==> src/rtl/program_sequencer.sv <==
// Purpose : fetches words from a synchronous program ROM and issues them to the 9-bit datapath via DIN/run.
// Latency : start -> run in 3 cycles (5 for mvi); Done -> next run in 3 cycles.
// Backpress: one instruction in flight; the next fetch waits for Done, and Done missing for TIMEOUT cycles -> ERROR.
//
// Ports:
//   clk, rst              clock and synchronous active-high reset
//   start, halt_req       launch program from address 0 / stop at next instruction boundary
//   rom_addr, rom_data    ROM address (always equals pc) and its word, one cycle later
//   DIN, run              word presented to the datapath and one-cycle begin pulse
//   IRin, Done            datapath loaded its IR / finished the instruction
//   pc                    address of the next word to fetch
//   busy, halted, err     status: running / stopped cleanly / stopped on fault
//   instr_cnt             instructions completed since start, saturating at 255
module program_sequencer #(
    parameter int ADDR_W   = 5,
    parameter int PROG_LEN = 32,
    parameter int TIMEOUT  = 16
) (
    input  logic              clk,
    input  logic              rst,
    input  logic              start,
    input  logic              halt_req,
    output logic [ADDR_W-1:0] rom_addr,
    input  logic [8:0]        rom_data,
    output logic [8:0]        DIN,
    output logic              run,
    input  logic              IRin,
    input  logic              Done,
    output logic [ADDR_W-1:0] pc,
    output logic              busy,
    output logic              halted,
    output logic              err,
    output logic [7:0]        instr_cnt
);

    localparam int                TW        = $clog2(TIMEOUT + 1);
    localparam logic [ADDR_W-1:0] LAST_ADDR = ADDR_W'(PROG_LEN - 1);
    // EXEC lasts at most TIMEOUT-1 cycles so err rises exactly TIMEOUT cycles after run.
    localparam logic [TW-1:0]     TMO_LAST  = TW'(TIMEOUT - 2);
    localparam logic [2:0]        OP_MVI    = 3'b001;
    localparam logic [2:0]        OP_HALT   = 3'b111;

    typedef enum logic [3:0] {
        IDLE, FETCH_I, LATCH_I, FETCH_M, LATCH_M, ISSUE, EXEC, HALTED, ERROR
    } state_t;

    state_t        state;
    logic [8:0]    imm;
    logic [TW-1:0] timer;
    logic          halt_flag;
    logic          end_flag;   // last program word has been consumed
    logic          is_mvi;     // instruction in flight carries an immediate

    // The ROM registers its address internally, so presenting pc directly
    // lets the LATCH_* state see the word fetched in the FETCH_* state.
    assign rom_addr = pc;

    always_ff @(posedge clk) begin
        if (rst) begin
            state     <= IDLE;
            pc        <= '0;
            DIN       <= '0;
            imm       <= '0;
            instr_cnt <= '0;
            timer     <= '0;
            halt_flag <= 1'b0;
            end_flag  <= 1'b0;
            is_mvi    <= 1'b0;
            run       <= 1'b0;
            busy      <= 1'b0;
            halted    <= 1'b0;
            err       <= 1'b0;
        end else begin
            run <= 1'b0;
            if (busy && halt_req)
                halt_flag <= 1'b1;

            case (state)
                IDLE, HALTED, ERROR: begin
                    if (start) begin
                        state     <= FETCH_I;
                        pc        <= '0;
                        instr_cnt <= '0;
                        halt_flag <= 1'b0;
                        end_flag  <= 1'b0;
                        busy      <= 1'b1;
                        halted    <= 1'b0;
                        err       <= 1'b0;
                    end
                end

                FETCH_I: begin
                    if (halt_flag) begin
                        state  <= HALTED;
                        busy   <= 1'b0;
                        halted <= 1'b1;
                    end else begin
                        state <= LATCH_I;
                    end
                end

                LATCH_I: begin
                    DIN    <= rom_data;
                    pc     <= pc + 1'b1;
                    is_mvi <= (rom_data[8:6] == OP_MVI);
                    if (pc == LAST_ADDR)
                        end_flag <= 1'b1;
                    if (rom_data[8:6] == OP_HALT) begin
                        state  <= HALTED;
                        busy   <= 1'b0;
                        halted <= 1'b1;
                    end else if (rom_data[8:6] == OP_MVI) begin
                        if (pc == LAST_ADDR) begin
                            // immediate word would lie past the program end
                            state <= ERROR;
                            busy  <= 1'b0;
                            err   <= 1'b1;
                        end else begin
                            state <= FETCH_M;
                        end
                    end else begin
                        state <= ISSUE;
                        run   <= 1'b1;
                    end
                end

                FETCH_M: state <= LATCH_M;

                LATCH_M: begin
                    imm   <= rom_data;
                    pc    <= pc + 1'b1;
                    if (pc == LAST_ADDR)
                        end_flag <= 1'b1;
                    state <= ISSUE;
                    run   <= 1'b1;
                end

                ISSUE: begin
                    timer <= '0;
                    state <= EXEC;
                end

                EXEC: begin
                    timer <= timer + 1'b1;
                    if (IRin && is_mvi)
                        DIN <= imm;
                    if (Done) begin
                        if (instr_cnt != 8'hFF)
                            instr_cnt <= instr_cnt + 8'd1;
                        if (end_flag) begin
                            state  <= HALTED;
                            busy   <= 1'b0;
                            halted <= 1'b1;
                        end else begin
                            state <= FETCH_I;
                        end
                    end else if (timer == TMO_LAST) begin
                        state <= ERROR;
                        busy  <= 1'b0;
                        err   <= 1'b1;
                    end
                end

                default: begin
                    state <= IDLE;
                    busy  <= 1'b0;
                end
            endcase
        end
    end

endmodule
==> config.mk <==
export PLATFORM = sky130hd
export DESIGN_NAME = program_sequencer
export DESIGN_NICKNAME = d
export VERILOG_FILES = /design/src/rtl/program_sequencer.sv
export SDC_FILE = /design/constraint.sdc
export NUM_CORES = 1
export LEC_CHECK = 0
export CAP_MARGIN = 10
export CORE_MARGIN = 2
export CORE_UTILIZATION = 55
export DETAILED_ROUTE_END_ITERATION = 8
export PLACE_DENSITY = 0.83
export SETUP_SLACK_MARGIN = 0.05
export SLEW_MARGIN = 20
export SYNTH_ARGS = -nofsm -noshare
export SYNTH_HDL_FRONTEND = slang
export SYNTH_SLANG_ARGS = --single-unit
==> constraint.sdc <==
create_clock -name clk -period 3.5 [get_ports clk]
set_clock_uncertainty 0.1 [all_clocks]
set_input_delay 0.7 -clock clk [delete_from_list [all_inputs] [get_ports clk]]
set_output_delay 0.7 -clock clk [all_outputs]
set_load 0.02 [all_outputs]
## After elaboration in Yosys (flattened, before gate mapping)

Index checks and enable logic that the tools add are counted.

- Register bits after elaboration: 47
- Word-level logic and storage cells: 113

- $add $sub $neg: 3
- Equality and inequality tests: 30
- Muxes and demuxes: 46
- Bitwise logic cells: 1
- Reduce and logical (&&, ||, !) cells: 20

Operators by type and width:

| cell | number |
|---|---|
| 4-bit case mux with 7 select lines | 1 |
| 4-bit 2-to-1 mux | 6 |
| 8-bit 2-to-1 mux | 3 |
| 2-bit inequality test, second input constant | 12 |
| 1-bit 2-to-1 mux | 23 |
| 5-bit case mux with 2 select lines | 2 |
| 9-bit case mux with 2 select lines | 1 |
| 4-bit by 3-bit equality test with 1-bit output, second input constant | 4 |
| 8-bit case mux with 2 select lines | 1 |
| 7-bit AND reduction | 2 |
| 3-bit inequality test, second input constant | 4 |
| 5-bit by 1-bit adder with 5-bit output, second input constant | 2 |
| 9-bit 2-to-1 mux | 1 |
| 8-bit by 1-bit adder with 8-bit output, second input constant | 1 |
| 4-bit by 2-bit equality test with 1-bit output, second input constant | 2 |
| 8-bit inequality test, second input constant | 1 |
| 2-bit nonzero test | 4 |
| 3-bit 2-to-1 mux | 2 |
| 2-bit AND reduction | 3 |
| 6-bit AND reduction | 1 |
| 3-bit OR reduction | 2 |
| 5-bit by 4-bit equality test with 1-bit output, second input constant | 1 |
| 5-bit equality test, second input constant | 1 |
| 5-bit 2-to-1 mux | 1 |
| other kinds (17) | 19 |

## Logic depth before layout (Yosys ltp)

Gate-level depths: netlist of run 1.

- Word-level depth: 5
- Mapped depth: 7

## Least setup slack after synthesis of run 1

OpenSTA, ideal clock, no wires.

- Path kind: input to register
- From: in start
- To: reg instr_cnt[4]
- Library setup time: 0.079 ns
- Arrival time: 1.767 ns
- Required time: 3.321 ns
- Path slack: 1.554 ns
- Stages: 6
- Path through: clkbuf_1 nor2b_1 a221oi_2 buf_2 a22oi_1 o22ai_1

- Cells in the longest elaborated chain, start to end: 2

RTL lines:

| element | line | RTL |
|---|---|---|
| start: declaration | 21 | `input logic start,` |
| 2-bit inequality test (no source line) | - |  |
| 4-bit AND reduction (no source line) | - |  |
| end signal: assignment | 149 | `instr_cnt <= instr_cnt + 8'd1;` |
| end: declaration | 33 | `output logic [7:0] instr_cnt` |

Every way passes these cells.
A chain may end at the register's enable or synchronous reset.

## Worst setup path in the final report of run 1

- From: reg state[2]
- To: reg instr_cnt[6]

- Cells in the longest elaborated chain, start to end: 4
- Elaborated cells between the ends (all ways): 11
- Those cells by class: 6 x eq/ne; 1 x mux; 4 x reduce/logical

RTL lines:

| element | line | RTL |
|---|---|---|
| start: declaration | 47 | `state_t state;` |
| start signal: assignment | 60 | `state <= IDLE;` |
| start signal: assignment | 81 | `state <= FETCH_I;` |
| start signal: assignment | 94 | `state <= HALTED;` |
| 4-bit by 3-bit equality test with 1-bit output (tied with other cells) | 78 | `case (state)` |
| 3-bit OR reduction | 78 |  |
| 2-bit inequality test (no source line) or 2-bit nonzero test (tied branches) | - |  |
| 4-bit AND reduction (no source line) | - |  |

Several ways; a longest one is shown, not always the timed one.

==> metrics, run 1 <==
outcome finished, final reports clean; dpl cells between 300 and 400; transition time at the pin with the least slew margin approximately 0.77 ns; Post-synth EDFFs 0; last weighted congestion value of the routability-driven placer ~0.89; maximum number of pins on one net before global-route repair 29; count of antenna diodes in the layout 0; via-per-instance ratio 6.00; CTS HTree Levels 2; final hold violations 0; Detailed Route Iter0 Violations approximately 210; first-pass detailed-route iteration total 5; post-CTS setup repair buffer count 0; post-layout minimum cycle time between 2 and 2.5 ns; Clock Latency Late Sink approximately 0.30 ns; Seq/Total Area, Yosys 0.373; layout cells sized above 1 0.0758; Yosys top cell by area dfxtp_1; TritonCTS sink count 47; chip height ~72 microns; Syn Area/Cell roughly 8.1 sq um; Syn-to-layout area delta 20.4%; DP Wirelength between 4000 and 5000 microns; post_cts resized 0; Port Buffer Count 45; number of distinct standard cells referenced by the synthesized netlist slightly below 60; max-cap check violation count 0; Core Footprint 0.00438 sq mm; post-synthesis sequential element count 47; Worst Path Max Fanout 22; leakage dissipation a little over 1 nW; startpoint types flip-flop; DRT Wirelength roughly 5900 microns; sum of overflow across all layers after global routing 0; ordered cell list for the critical path and4b_1, o21ai_1, a2111o_1, a221oi_2; register clock-pin slew on the reported worst setup and hold paths approximately 0.090 ns; longest individual stage delay on the worst path between 0.8 and 0.9 ns; Post-Synthesis Net Count approximately 330; number of buffers inserted during clock tree synthesis 5; nets@finish between 300 and 400; number of global-route vias before repair between 2k and 2.5k; sequential standard cell area 941 sq um; Hold Buf Count CTS 0; area of the multi-input gates around 0.0014 sq mm; classification of the worst-slack hold path flip-flop to flip-flop; mapped cell area between 0.002 and 0.003 sq mm; critical path class flip-flop to flip-flop; fin crit share 0.678; Tot GR Track Use 0.236; crit path DAT roughly 2.5 ns; number of setup violations in the final report 0; root cell of the clock tree clkbuf_8; maximum clock frequency roughly 0.42 GHz; most common cell after layout, fill and taps aside dfxtp_1; PwrDens about 630 mW/mm^2; num ports 46; cell types with the largest area share after synthesis dfxtp_1 37%, nand2_1 6.7%, a21oi_1 6.2%; setup TNS 0 ns; async set or reset register ratio after synthesis 0; peak supply drop just over 0.0003 V; initial antenna violation count 0; first-pass GRT wire length around 9800 microns; Total Die Area about 0.0051 sq mm; WP data required roughly 3.6 ns; maximum clock path buffer count 2; final-layout worst hold slack ~0.36 ns; endpoint class of the critical path flip-flop; setup repair after global routing missed its margin no; final std cells w/o fill between 300 and 400; starting density of the core 0.575; cell count after synthesis approximately 310; via count of the routed design between 2k and 2.5k; most frequently used flop master after synthesis dfxtp_1; number of antenna-violating nets in the routed design 0; CTS tree yes; Remaining DRCs 0; Avg WL per Cell between 15 and 20 microns; area share of the leading cell type in the synthesized netlist 0.373; master of the slowest instance on the critical path dfxtp_1; max-slew violation count 0; Filler cells 377; commonest cells after routing, fill and taps aside 47 x dfxtp_1, 45 x nand2_1, 45 x clkdlybuf4s50_1, 31 x a21oi_1, 24 x nor2_1; yosys synthesis warning count 0; horizontal die dimension 71.7 microns; placement row count 24; headroom to the max-slew limit 0.488
-- kinds of logic after synthesis --
| family | share of synthesized area |
|---|---|
| AND/OR/NAND/NOR | 0.258 |
| adder cells (fa/ha/maj) | 0.0248 |
| multiplexers | 0.0119 |
| AO/OA/AOI/OAI | 0.254 |
| buffers and inverters | 0.0749 |
| flip-flops | 0.373 |
| XOR/XNOR | 0.00347 |
-- worst max-delay path, delay by kind of cell (launching register included) --
| kind | cells | cell delay [ns] |
|---|---|---|
| AOI/OAI and AO/OA | 3 | 0.96 |
| DFF | 1 | 0.83 |
| and+or+nand+nor | 1 | 0.40 |
-- routing by layer --
layer  vias up  wire [microns]  global-route usage
met3         7             326              0.0408
met4         0              76              0.0839
met5         -               0                   0
met1      1103            2640               0.303
met2        83            2900               0.397
li1       1177               -                   -
-- metrics by stage --
stage                     area [sq um]  total power, mW  utilization  setup WS (ns)
after CTS                         3040             1.92        0.692           1.16
after floorplan                   2520             1.31            -           1.55
final                             3040             1.92        0.692           1.13
after global placement            2920             1.50        0.667          0.906
after detailed placement          2920             1.52        0.667          0.875
after global routing              3040             2.04        0.692           1.00
-- cells in the mapped netlist, types with 3 or more instances --
cell / instances
dfxtp_1: 47
nand2_1: 45
a21oi_1: 31
nor2_1: 24
nand3_1: 13
inv_1: 12
a311oi_1: 9
clkbuf_1: 9
nand2b_1: 9
o21ai_0: 8
buf_4: 6
nor3_1: 6
ha_1: 5
nor2b_1: 5
o22ai_1: 5
a211oi_1: 4
a22oi_1: 4
buf_2: 4
nand4_1: 4
o21a_1: 4
buf_1: 3
buf_6: 3
mux2i_1: 3
or3_1: 3
or3b_2: 3
-- registers in the layout (all words and copies together) (netlist names), 4 cells and up --
register,count
instr_cnt,8
state,4
DIN,9
timer,5
imm,9
pc,5
-- final timing paths --
| kind | start | to | slack, ns | cells past startpoint |
|---|---|---|---|---|
| setup / recovery | state[2] | instr_cnt[6] | 1.13 | 4 |
| hold reg to reg | imm[4] | imm[4] | 0.36 | 2 |
| hold / removal | imm[4] | imm[4] | 0.36 | 2 |
| setup reg to reg | state[2] | instr_cnt[6] | 1.13 | 4 |
-- power breakdown --
part | switching (mW) | internal (mW) | total (mW) | leakage [nW]
clock network | 0.194 | 0.213 | 0.407 | 0.0581
logic | 0.417 | 0.335 | 0.752 | 0.596
registers | 0.140 | 0.625 | 0.765 | 0.381
total | 0.751 | 1.17 | 1.92 | 1.04
-- layout make-up --
class / count / area share
Clock buffer: 5 / 0.0227
Clock inverter: 3 / 0.0144
Inverter: 12 / 0.0148
Multi-Input combinational cell: 227 / 0.458
Sequential cell: 47 / 0.310
Tap cell: 52 / 0.0214
Timing Repair Buffer: 49 / 0.158
Note: power is estimated with default switching activity, not from simulation.
==> run 2: changes to the inputs <==
--- a/config.mk
+++ b/config.mk
@@ -7,9 +7,9 @@
 export LEC_CHECK = 0
 export CAP_MARGIN = 10
 export CORE_MARGIN = 2
-export CORE_UTILIZATION = 55
+export CORE_UTILIZATION = 47
 export DETAILED_ROUTE_END_ITERATION = 8
-export PLACE_DENSITY = 0.83
+export PLACE_DENSITY = 0.76
 export SETUP_SLACK_MARGIN = 0.05
 export SLEW_MARGIN = 20
 export SYNTH_ARGS = -nofsm -noshare
==> constraint.sdc (replaced) <==
create_clock -name clk -period 2.05 [get_ports clk]
set_clock_uncertainty 0.1 [all_clocks]
set_input_delay 0.41 -clock clk [delete_from_list [all_inputs] [get_ports clk]]
set_output_delay 0.41 -clock clk [all_outputs]
set_load 0.02 [all_outputs]
==> metrics, run 2 (synthesis results as in run 1) <==
placement row count 26 (was 24); TritonCTS sink count 47 (unchanged); first-pass detailed-route iteration total 5 (unchanged); chip height 77.2 microns (was 71.7 microns); final std cells w/o fill 436 (was 395); Detailed Route Iter0 Violations 97 (was 207); maximum clock path buffer count 2 (unchanged); num ports 46 (unchanged); Avg WL per Cell 14.4 microns (was 15.0 microns); WP data required 2.15 ns (was 3.62 ns); peak supply drop 0.000602 V (was 0.000312 V); Syn-to-layout area delta 28.9% (was 20.4%); headroom to the max-slew limit 0.521 (was 0.488); setup TNS 0 ns (unchanged); Clock Latency Late Sink 0.31 ns (was 0.30 ns); registers with the most flip-flops DIN x9, imm x9, instr_cnt x8 (unchanged); classification of the worst-slack hold path flip-flop to flip-flop (unchanged); number of setup violations in the final report 0 (unchanged); commonest cells after routing, fill and taps aside 46 x dfxtp_1, 45 x nand2_1, 45 x clkdlybuf4s50_1, 31 x a21oi_1, 26 x buf_4 (was 47 x dfxtp_1, 45 x nand2_1, 45 x clkdlybuf4s50_1, 31 x a21oi_1, 24 x nor2_1); routed wl met2 2980 microns (was 2900 microns); longest individual stage delay on the worst path 0.42 ns (was 0.83 ns); post-CTS setup repair buffer count 0 (unchanged); most common cell after layout, fill and taps aside dfxtp_1 (unchanged); first-pass GRT wire length 10400 microns (was 9850 microns); Worst Path Max Fanout 5 (was 22); sum of overflow across all layers after global routing 0 (unchanged); leakage dissipation 1.15 nW (was 1.04 nW); master of the slowest instance on the critical path dfxtp_1 (unchanged); met1 WL 2960 microns (was 2640 microns); max-cap check violation count 0 (unchanged); final hold violations 0 (unchanged); register clock-pin slew on the reported worst setup and hold paths 0.09 ns (about the same); count of antenna diodes in the layout 0 (unchanged); endpoint class of the critical path flip-flop (unchanged); highest routing layer actually used met4 (unchanged); horizontal die dimension 77.2 microns (was 71.7 microns); outcome finished, final reports clean (unchanged); root cell of the clock tree clkbuf_8 (unchanged); CTS HTree Levels 2 (unchanged); via count of the routed design 2437 (was 2370); crit path DAT 2.01 ns (was 2.49 ns); via-per-instance ratio 5.59 (was 6.00); number of antenna-violating nets in the routed design 0 (unchanged); Tot GR Track Use 0.215 (was 0.236); layout cells sized above 1 0.139 (was 0.0758); starting density of the core 0.491 (was 0.575); number of global-route vias before repair 2201 (was 2187); startpoint types flip-flop (unchanged); max-slew violation count 0 (unchanged); last weighted congestion value of the routability-driven placer 0.914 (was 0.894); Core Footprint 0.00514 sq mm (was 0.00438 sq mm); final-layout worst hold slack 0.360 ns (about the same); transition time at the pin with the least slew margin 0.714 ns (was 0.767 ns); Filler cells 468 (was 377); DP Wirelength 4550 microns (was 4090 microns); CTS tree yes (unchanged); ordered cell list for the critical path ha_1, and3_1, ha_2, nor3b_1, o21ai_0, a32oi_1, a31oi_1 (was and4b_1, o21ai_1, a2111o_1, a221oi_2); number of buffers inserted during clock tree synthesis 5 (unchanged); DRT Wirelength 6280 microns (was 5940 microns); Hold Buf Count CTS 0 (unchanged); PwrDens 1060 mW/mm^2 (was 634 mW/mm^2); FF-to-FF path depth 7 (was 4); maximum clock frequency 0.523 GHz (was 0.421 GHz); Remaining DRCs 0 (unchanged); initial antenna violation count 0 (unchanged); fin crit share 0.933 (was 0.678); post-layout minimum cycle time 1.91 ns (was 2.37 ns); Port Buffer Count 45 (unchanged); dpl cells 428 (was 387); instance count along the most critical hold path 2 (unchanged); critical path class flip-flop to flip-flop (unchanged); met3 routed wirelength 258 microns (was 326 microns); setup repair after global routing missed its margin yes (was no); maximum number of pins on one net before global-route repair 24 (was 29); Total Die Area 0.00597 sq mm (was 0.00514 sq mm); post_cts resized 0 (unchanged); nets@finish 385 (was 362)
[run 2: where the power goes]
part / internal [mW] / switching (mW) / leakage (nW) / total, mW
logic: 0.702 / 0.831 / 0.709 / 1.53
registers: 1.07 / 0.145 / 0.381 / 1.21
clock network: 0.368 / 0.339 / 0.0548 / 0.707
[run 2: metrics by stage]
stage	total power, mW	util	instance area, sq um	worst slack (ns)
after detailed placement	2.76	0.609	3130	0.0122
after global placement	2.73	0.609	3130	0.0742
after global routing	3.67	0.632	3250	0.0430
after CTS	3.46	0.631	3250	0.146
final	3.45	0.632	3250	0.136
after floorplan	2.23	-	2520	0.126
[run 2: cell type report]
class                      count  area (sq um)  share of cell area
clock buffer                   5          68.8              0.0212
clock inverter                 3          46.3              0.0142
inverter                      12          45.0              0.0139
multi-input combinational    227          1390               0.429
sequential                    47           942               0.290
tap                           70          87.6              0.0270
timing repair buffer          72           666               0.205
[run 2: final timing paths]
path / startpoint / to / slack (ns)
setup / recovery: pc[1] / busy / 0.14
setup reg to reg: pc[1] / busy / 0.14
hold / removal: imm[4] / imm[4] / 0.36
hold reg to reg: imm[4] / imm[4] / 0.36
[run 2: worst max-delay path: cells and delay by family, from the launching register on]
family,cells,cell delay [ns]
AND/OR/NAND/NOR,2,0.39
flip-flops,1,0.42
AO/OA/AOI/OAI,3,0.44
adder cells (fa/ha/maj),2,0.45
[run 2: layer usage]
metal | global-route usage | up-vias
met5 | 0 | -
met2 | 0.354 | 51
li1 | - | 1222
met3 | 0.0447 | 9
met1 | 0.282 | 1155
met4 | 0.0661 | 0
==> run 3: changes to the inputs <==
--- a/config.mk
+++ b/config.mk
@@ -9,6 +9,7 @@
 export CORE_MARGIN = 2
 export CORE_UTILIZATION = 47
 export DETAILED_ROUTE_END_ITERATION = 8
+export GPL_ROUTABILITY_DRIVEN = 0
 export PLACE_DENSITY = 0.76
 export SETUP_SLACK_MARGIN = 0.05
 export SLEW_MARGIN = 20
==> results of run 3 <==
No change in the layout: final DEF, timing and power equal those of run 2.
